## src/rtl/sort4_cmp_ctrl.sv

```systemverilog
// Burst bubble-sort engine: captures N samples, sorts them ascending using an
// external combinational comparator, then streams them out with valid/ready.
module sort4_cmp_ctrl #(
    parameter int N = 4,
    parameter int W = 5
) (
    input  logic         clk,
    input  logic         rst_n,
    input  logic         in_valid,
    input  logic [W-1:0] in_data,
    output logic         in_ready,
    output logic         out_valid,
    output logic [W-1:0] out_data,
    input  logic         out_ready,
    output logic [W-1:0] cmp_a,
    output logic [W-1:0] cmp_b,
    input  logic         cmp_g,
    input  logic         cmp_l,
    input  logic         cmp_e,
    output logic         busy,
    output logic         cmp_err,
    output logic [1:0]   state_dbg
);
    // Handshakes: a transfer happens on a rising edge where valid && ready are
    // both high; valid never depends on ready, and data is held while stalled.

    localparam int IW = (N > 1) ? $clog2(N) : 1;
    localparam logic [IW-1:0] LAST_ENTRY = IW'(N - 1);
    localparam logic [IW-1:0] LAST_CMP   = IW'(N - 2);

    typedef enum logic [1:0] {
        LOAD  = 2'd0,
        SORT  = 2'd1,
        DRAIN = 2'd2
    } state_t;

    state_t        state;
    state_t        state_nxt;
    logic [W-1:0]  mem [N];
    logic [IW-1:0] wr_idx;
    logic [IW-1:0] rd_idx;
    logic [IW-1:0] idx;
    logic [IW-1:0] pass;
    logic [IW-1:0] idx_p1;
    logic          cmp_ok;
    logic          do_swap;

    assign idx_p1    = idx + IW'(1);
    assign state_dbg = state;

    // A result that is not exactly one-hot is flagged and never causes a swap.
    assign cmp_ok  = $onehot({cmp_g, cmp_l, cmp_e});
    assign do_swap = (state == SORT) && cmp_ok && cmp_g;

    always_ff @(posedge clk or negedge rst_n) begin
        if (!rst_n) begin
            state <= LOAD;
        end else begin
            state <= state_nxt;
        end
    end

    always_comb begin
        state_nxt = state;
        in_ready  = 1'b0;
        out_valid = 1'b0;
        out_data  = '0;
        cmp_a     = '0;
        cmp_b     = '0;
        busy      = 1'b0;
        case (state)
            LOAD: begin
                in_ready = 1'b1;
                if (in_valid && (wr_idx == LAST_ENTRY)) begin
                    state_nxt = SORT;
                end
            end
            SORT: begin
                busy  = 1'b1;
                cmp_a = mem[idx];
                cmp_b = mem[idx_p1];
                if ((idx == LAST_CMP) && (pass == LAST_CMP)) begin
                    state_nxt = DRAIN;
                end
            end
            DRAIN: begin
                busy      = 1'b1;
                out_valid = 1'b1;
                out_data  = mem[rd_idx];
                if (out_ready && (rd_idx == LAST_ENTRY)) begin
                    state_nxt = LOAD;
                end
            end
            default: begin
                state_nxt = LOAD;
            end
        endcase
    end

    always_ff @(posedge clk or negedge rst_n) begin
        if (!rst_n) begin
            for (int i = 0; i < N; i++) begin
                mem[i] <= '0;
            end
            wr_idx  <= '0;
            rd_idx  <= '0;
            idx     <= '0;
            pass    <= '0;
            cmp_err <= 1'b0;
        end else begin
            case (state)
                LOAD: begin
                    if (in_valid) begin
                        mem[wr_idx] <= in_data;
                        wr_idx      <= (wr_idx == LAST_ENTRY) ? '0 : wr_idx + IW'(1);
                    end
                end
                SORT: begin
                    if (!cmp_ok) begin
                        cmp_err <= 1'b1;
                    end
                    if (do_swap) begin
                        mem[idx]    <= cmp_b;
                        mem[idx_p1] <= cmp_a;
                    end
                    // Fixed schedule: (N-1) passes of (N-1) compares, no early exit.
                    if (idx == LAST_CMP) begin
                        idx  <= '0;
                        pass <= (pass == LAST_CMP) ? '0 : pass + IW'(1);
                    end else begin
                        idx <= idx_p1;
                    end
                end
                DRAIN: begin
                    if (out_ready) begin
                        rd_idx <= (rd_idx == LAST_ENTRY) ? '0 : rd_idx + IW'(1);
                    end
                end
                default: begin
                end
            endcase
        end
    end

endmodule

```

## config.mk

```make
export PLATFORM = sky130hd
export DESIGN_NAME = sort4_cmp_ctrl
export DESIGN_NICKNAME = d
export VERILOG_FILES = /design/src/rtl/sort4_cmp_ctrl.sv
export SDC_FILE = /design/constraint.sdc
export NUM_CORES = 1
export LEC_CHECK = 0
export CAP_MARGIN = 30
export CORE_MARGIN = 2
export CORE_UTILIZATION = 28
export DETAILED_ROUTE_END_ITERATION = 10
export GPL_TIMING_DRIVEN = 0
export SETUP_SLACK_MARGIN = 0.5
export SYNTH_ARGS = -nofsm -noshare
export SYNTH_HDL_FRONTEND = slang
export SYNTH_SLANG_ARGS = --single-unit
```

## constraint.sdc

```tcl
create_clock -name clk -period 2.4 [get_ports clk]
set_clock_uncertainty 0.2 [all_clocks]
set_input_delay 0.24 -clock clk [delete_from_list [all_inputs] [get_ports clk]]
set_output_delay 0.24 -clock clk [all_outputs]
set_load 0.05 [all_outputs]
```

==> key figures <==
Min path
  – HP Start: cmp_err$_DFFE_PN0P_
  – Hold depth: 1
  – Type of the worst min-delay path: flip-flop to flip-flop
  – Hold worst-path end: cmp_err$_DFFE_PN0P_

STA
  – # setup viols final: 0
  – Maximum clock frequency: 0.437 GHz
  – WHS: 0.255 ns
  – Max Slew Vio Count: 0
  – Post-route clock period utilization: 0.954
  – Slew HR: 0.510
  – RSZ-0062 raised after global routing: yes
  – Final WS setup: 0.111 ns
  – Worst-Margin Slew: 0.735 ns
  – Post-layout min period: 2.29 ns
  – Final Hold Vio Count: 0

Worst setup path
  – Worst path slowest cell: dfrtp_2
  – Reg-to-reg startpoint: idx[0]$_DFFE_PN0P_
  – FF-to-FF setup slack: 0.13 ns
  – Crit-path cells: buf_12 -> inv_8 -> ha_4 -> mux4_2 -> and2_4 -> buf_6
  – Setup crit end kind: output pin
  – Critical path data arrival time: 1.85 ns
  – Slowest stage delay, CP: 0.40 ns
  – Crit path max fanout: 5
  – Worst EP required: 1.96 ns
  – Reg2Reg Capture Point: mem[5]$_DFFE_PN0P_
  – CP startpoint kind: flip-flop
  – Critical path class: flip-flop to output pin
  – Reg2Reg Depth: 8

Drt
  – Via count: 2332
  – 1st-iter DRT viols: 142
  – DR pass1 iterations: 4
  – Final WL: 8.13 mm
  – Drt wl/cell: 19.0 um
  – Vias per cell: 5.44
  – DRC viols: 0
  – Antenna-violating nets left: 0

Floorplan
  – Core Area: 8180 um^2
  – FP Rows: 33
  – Initial Util: 0.288
  – Die width: 95.7 um
  – Die area: 9160 um^2
  – Chip height: 95.7 um
  – IO Pins: 33

Synth
  – Ys Warns: 0
  – #FFs+latches synth: 31
  – EDFF count, synth: 0
  – Synth Net Count: 255
  – Mean Syn Cell Area: 10.2 um^2
  – Main synth FF type: dfrtp_1
  – Post-synth ARST share: 1.00
  – Syn Std Cell Area: 2360 um^2
  – Netlist cell types: 35
  – Sequential-to-total area share from yosys stat: 0.329
  – Cells after synthesis: 230

Power and ir drop
  – Sw Ratio: 0.440
  – Psw: 2.73 mW
  – Pwr dens: 1540 nW/um^2
  – Share of total power in the clock network: 0.066
  – Comb power frac: 0.770
  – P_leak: 1.71 nW
  – Internal: 3.47 mW
  – PnR Total Power: 6.21 mW
  – Max VDD drop: 0.840 mV
  – Seq pwr share: 0.164

Global route
  – Tot GR Track Use: 0.183
  – Number of global-route vias before repair: 2389
  – Largest net degree at the start of global routing: 32
  – Global-route wire length before repair: 12.5 mm
  – Initial antenna violation count: 0
  – GRT overflow: 0

CTS
  – Clk root buf: clkbuf_8
  – TritonCTS Sinks: 31
  – Worst-path clk slew: 0.07 ns
  – CTS tree: built
  – Num CTS Buffers: 5
  – Clk Latency, worst-skew pair: 0.29 ns
  – H-tree lvl count: 2
  – Clock Tree Buf Depth: 2

Finish
  – Area grow syn2layout: 71.5%
  – Share of post-route cells with drive strength above 1: 0.633
  – # diodes: 0
  – Final Util: 0.494
  – Total area of sequential cells: 779 um^2
  – Nets: 348
  – Area of the multi-input gates: 1890 um^2
  – Fillers: 722
  – Final design area excluding fillers: 4040 um^2

Placed design
  – Placed cell area: 2990 um^2
  – HPWL Detailed: 4.71 mm
  – PortBufs: 32
  – RD Place Congestion: 0.885
  – Dpl ws: -0.486 ns

Flow run
  – Max-cap violations: 0

Outcome
  – Status: finished clean
[registers in the layout, summed over array words and instances (netlist names)]
register   cells
cmp_err        1
idx            2
mem           20
pass           2
rd_idx         2
state_dbg      2
wr_idx         2
[power by group through the flow]
stage	Combinational [mW]	Clock (mW)	Sequential, mW
after floorplan	2.29	0	0.973
final	4.78	0.410	1.02
after detailed placement	2.98	0	1.01
after global placement	2.97	0	0.990
after global routing	5.05	0.448	1.05
after CTS	4.27	0.424	1.01
[cells in the mapped netlist (2+ instances only)]
cell	number	share of area
nor2_1	15	0.024
a31oi_1	5	0.013
nand2_1	18	0.029
dfrtp_1	31	0.33
clkbuf_1	11	0.018
mux4_2	11	0.11
a21o_1	2	0.0064
and2_1	15	0.040
nand3_1	11	0.023
a22oi_1	16	0.051
nor2b_1	6	0.016
o21a_1	2	0.0064
inv_1	12	0.019
mux4_1	4	0.045
a22o_1	3	0.011
nand3b_1	2	0.0064
o21ai_0	4	0.0085
a21oi_1	11	0.023
mux2_2	19	0.091
mux2i_1	2	0.0085
ha_1	12	0.064
nand2b_1	5	0.013
[metrics by stage]
step | std cells | setup TNS, ns
2_1_floorplan | 230 | 0
3_5_place_dp | 367 | -10.39
5_1_grt | 429 | 0
4_1_cts | 421 | 0
3_3_place_gp | 367 | -10.16
6_report | 429 | 0
[cells by family (layout without fill, tap and decap cells)]
| logic type | after synthesis | after routing | share of synthesized area |
|---|---|---|---|
| muxes | 36 | 36 | 0.249 |
| and+or+nand+nor | 75 | 75 | 0.160 |
| AOI/OAI and AO/OA | 49 | 49 | 0.144 |
| buffers and inverters | 26 | 120 | 0.0451 |
| adders and majority gates | 13 | 13 | 0.0722 |
| DFF | 31 | 31 | 0.329 |
[timing repair]
action                                  in CTS  in global routing
setup buffers                               45                  8
endpoints found under the hold margin       31                  0
hold buffers                                 1                  0
resized for setup                          221                 45
endpoints found under the setup margin      44                 39
pin swaps                                   40                 22
cloned                                       0                  0
[layout by cell type, fill, tap and decap left out, types with 5 or more instances in the layout]
cell type and instances:
buf_6 34, nand3_2 7, mux2_2 6, a21oi_2 6
buf_4 26, ha_1 6, ha_4 5, mux2_4 13
clkbuf_8 6, and2_4 16, a22oi_2 16, nor2_1 10
inv_1 7, mux4_2 15, clkdlybuf4s50_1 7, dfrtp_1 28
nand2_1 18, buf_8 12
[layout make-up]
| type | count | area share |
|---|---|---|
| buffer | 14 | 0.0508 |
| clock buffer | 7 | 0.0189 |
| clock inverter | 1 | 0.00124 |
| inverter | 12 | 0.0142 |
| multi-input combinational | 173 | 0.467 |
| sequential | 31 | 0.193 |
| tap | 105 | 0.0325 |
| timing repair buffer | 86 | 0.222 |
[worst max-delay path by stage]
| stage | start | to | slack (ns) |
|---|---|---|---|
| 6_report | idx[0]$_DFFE_PN0P_ | cmp_b[0] | 0.11 |
| 5_1_grt | idx[0]$_DFFE_PN0P_ | cmp_b[4] | 0.06 |
| 4_1_cts | idx[0]$_DFFE_PN0P_ | cmp_b[0] | 0.13 |
| 3_5_place_dp | cmp_g | mem[4]$_DFFE_PN0P_ | -0.49 |
| 3_3_place_gp | cmp_g | mem[4]$_DFFE_PN0P_ | -0.49 |
| 2_1_floorplan | idx[0]$_DFFE_PN0P_ | mem[15]$_DFFE_PN0P_ | 0.22 |
[layer usage]
| layer | vias to the layer above | GRT usage | routed length [um] |
|---|---|---|---|
| met2 | 113 | 0.310 | 4070 |
| li1 | 1033 | - | - |
| met5 | - | 0 | 0 |
| met3 | 30 | 0.0454 | 694 |
| met4 | 0 | 0.0619 | 210 |
| met1 | 1156 | 0.229 | 3160 |
[worst max-delay path, delay by kind of cell (launching register included)]
family	cells	cell delay, ns
AND/OR/NAND/NOR	1	0.17
flip-flops	1	0.40
multiplexers	1	0.37
adder cells (fa/ha/maj)	1	0.31
buffers and inverters	3	0.30
Power figures use the tool's default switching activity.
==> RTL change: new RTL, same settings <==
The parameter `W` goes from 5 to 6.
--- a/src/rtl/sort4_cmp_ctrl.sv
+++ b/src/rtl/sort4_cmp_ctrl.sv
@@ -2,7 +2,7 @@
 // external combinational comparator, then streams them out with valid/ready.
 module sort4_cmp_ctrl #(
     parameter int N = 4,
-    parameter int W = 5
+    parameter int W = 6
 ) (
     input  logic         clk,
     input  logic         rst_n,
Ports: changed (resized cmp_a, cmp_b, in_data and out_data); port bits go from 33 to 37. The function was not compared with the original's and may differ.
==> RTL change against the unedited design <==
- the flow now finishes with violations (negative setup slack)
- register-to-register slack worse by 0.08 ns
- via count is 22% higher
- first-iteration DRC count is 45% higher
- routed wire length is 25% higher
- total power is 12% higher
- critical path depth is 1 higher
- sequential cell count is 4 higher
- non-clock buffer count is 7 higher
- cell area is 13% higher
- core utilization is 2.6 points lower
- setup slack worse by 0.16 ns
- die area is 18% higher
- area after synthesis is 19% higher
==> RTL change: results (changes against the unedited design) <==
| Metric | Value |
|---|---|
| Fin worst setup slack | `-0.0475 ns (-0.159 ns)` |
| Mapped Cells | `284 (+23%)` |
| Wire per inst | `20.0 µm (+5.3%)` |
| Vias/cell | `5.57 (+2.5%)` |
| Placer Congestion | `0.860 (-2.8%)` |
| Largest register FFs | `24 (+20%)` |
| Vias in the first global route | `2788 (+17%)` |
| R2R Setup Slk | `0.05 ns (-0.08 ns)` |
| Largest net degree at the start of global routing | `36 (+13%)` |
| Worst VDD drop | `0.527 mV (-37%)` |
| Rel. slew slack | `43.5% (-7.5 points)` |
| DPL Wire Length | `6180 µm (+31%)` |
| Syn Nets | `310 (+22%)` |
| Layout cells sized above 1 | `57.8% (-5.4 points)` |
| GR Util All Layers | `18.4% (+0.047 points)` |
| Sequential share of the synthesized area | `31.2% (-1.8 points)` |
| Critical Path Fanout Max | `6 (+1)` |
| Lkg Pwr | `2.03 nW (+18%)` |
| Failing checks | `negative setup slack` |
| Final Setup Violations | `6 (+6)` |
| Outcome | `finished with violations` |
| Area contributors post-synth | `dfrtp_1 (31%), mux2_2 (12%), a22oi_1 (12%)` |
| Reg2reg path depth | `9 (+1)` |
| Post-synth top cells | `a22oi_1 (44), dfrtp_1 (35), mux2_2 (31)` |
| Iter 0 DRT Violations | `206 (+45%)` |
| Nets | `402 (+16%)` |
==> RTL change: cell types whose count changed after synthesis, moves of 5 or more <==
cell and delta:
a22oi_1 +28, and3b_1 +5, mux2_2 +12, nand2_1 +8
nand3_1 -9
==> RTL change: cell families (layout without fill, tap and decap cells) <==
family | after synthesis | count (layout) | synth area share, %
AND/OR/NAND/NOR | 81 | 81 | 15.3
AO/OA/AOI/OAI | 76 | 76 | 18.7
multiplexers | 48 | 48 | 24.0
flip-flops | 35 | 35 | 31.2
buffers and inverters | 31 | 124 | 4.72
adder cells (fa/ha/maj) | 13 | 13 | 6.06
==> RTL change: cell type report <==
class / instances / area share (%)
plain buffers: 22 / 4.13
clock buffers: 6 / 1.59
clock inverters: 2 / 0.273
inverters: 9 / 0.957
multi-input cells: 218 / 50.6
flip-flops and latches: 35 / 19.2
well taps: 133 / 3.64
repair buffers: 85 / 19.6
==> RTL change: how the worst max path moves through the flow <==
stage	slack, ns	cells after the start	end
floorplan	0.25	8	mem[0]
global placement	-0.48	6	cmp_b[1]
detailed placement	-0.50	6	cmp_b[1]
CTS	-0.03	7	cmp_b[1]
global route	-0.09	7	cmp_b[1]
finish	-0.05	7	cmp_b[1]
==> RTL change: through the flow <==
step | worst slack, ns | cell area [µm²] | total power, mW | setup TNS [ns]
after CTS | -0.0254 | 4350 | 6.47 | -0.0791
after detailed placement | -0.495 | 3510 | 4.69 | -13.11
after floorplan | 0.248 | 2990 | 3.74 | 0
after global placement | -0.485 | 3520 | 4.64 | -13.80
after global routing | -0.0930 | 4580 | 7.26 | -0.498
final | -0.0475 | 4580 | 6.94 | -0.147
==> RTL change: repair_timing <==
action	4_1_cts	5_1_grt
hold endpoints to repair	35	0
setup endpoints to repair	49	46
buffers inserted	31	16
pin swaps	42	33
gates cloned	1	0
hold buffers	1	0
gates resized for setup	264	29
==> RTL change: metal layers <==
metal	vias up	GRT usage (%)	part of all wire, %	wire, µm
met1	1406	24.3	41	4170
met5	-	0	0	0
li1	1241	-	-	-
met4	0	7.82	3.3	334
met3	35	3.76	7.7	786
met2	161	29.2	48	4890
==> RTL change: where the power goes <==
group / internal [mW] / total [mW] / switching [mW]
registers: 0.814 / 1.04 / 0.231
logic: 2.67 / 5.44 / 2.77
clock network: 0.203 / 0.451 / 0.247
total: 3.69 / 6.94 / 3.25
==> RTL change: critical path, cell delays in order, from the launching register on <==
cell and delay (ns):
dfrtp_1 0.40, buf_8 0.14, buf_12 0.13, inv_8 0.03, ha_4 0.33, mux4_2 0.37, and2_4 0.17, buf_8 0.14
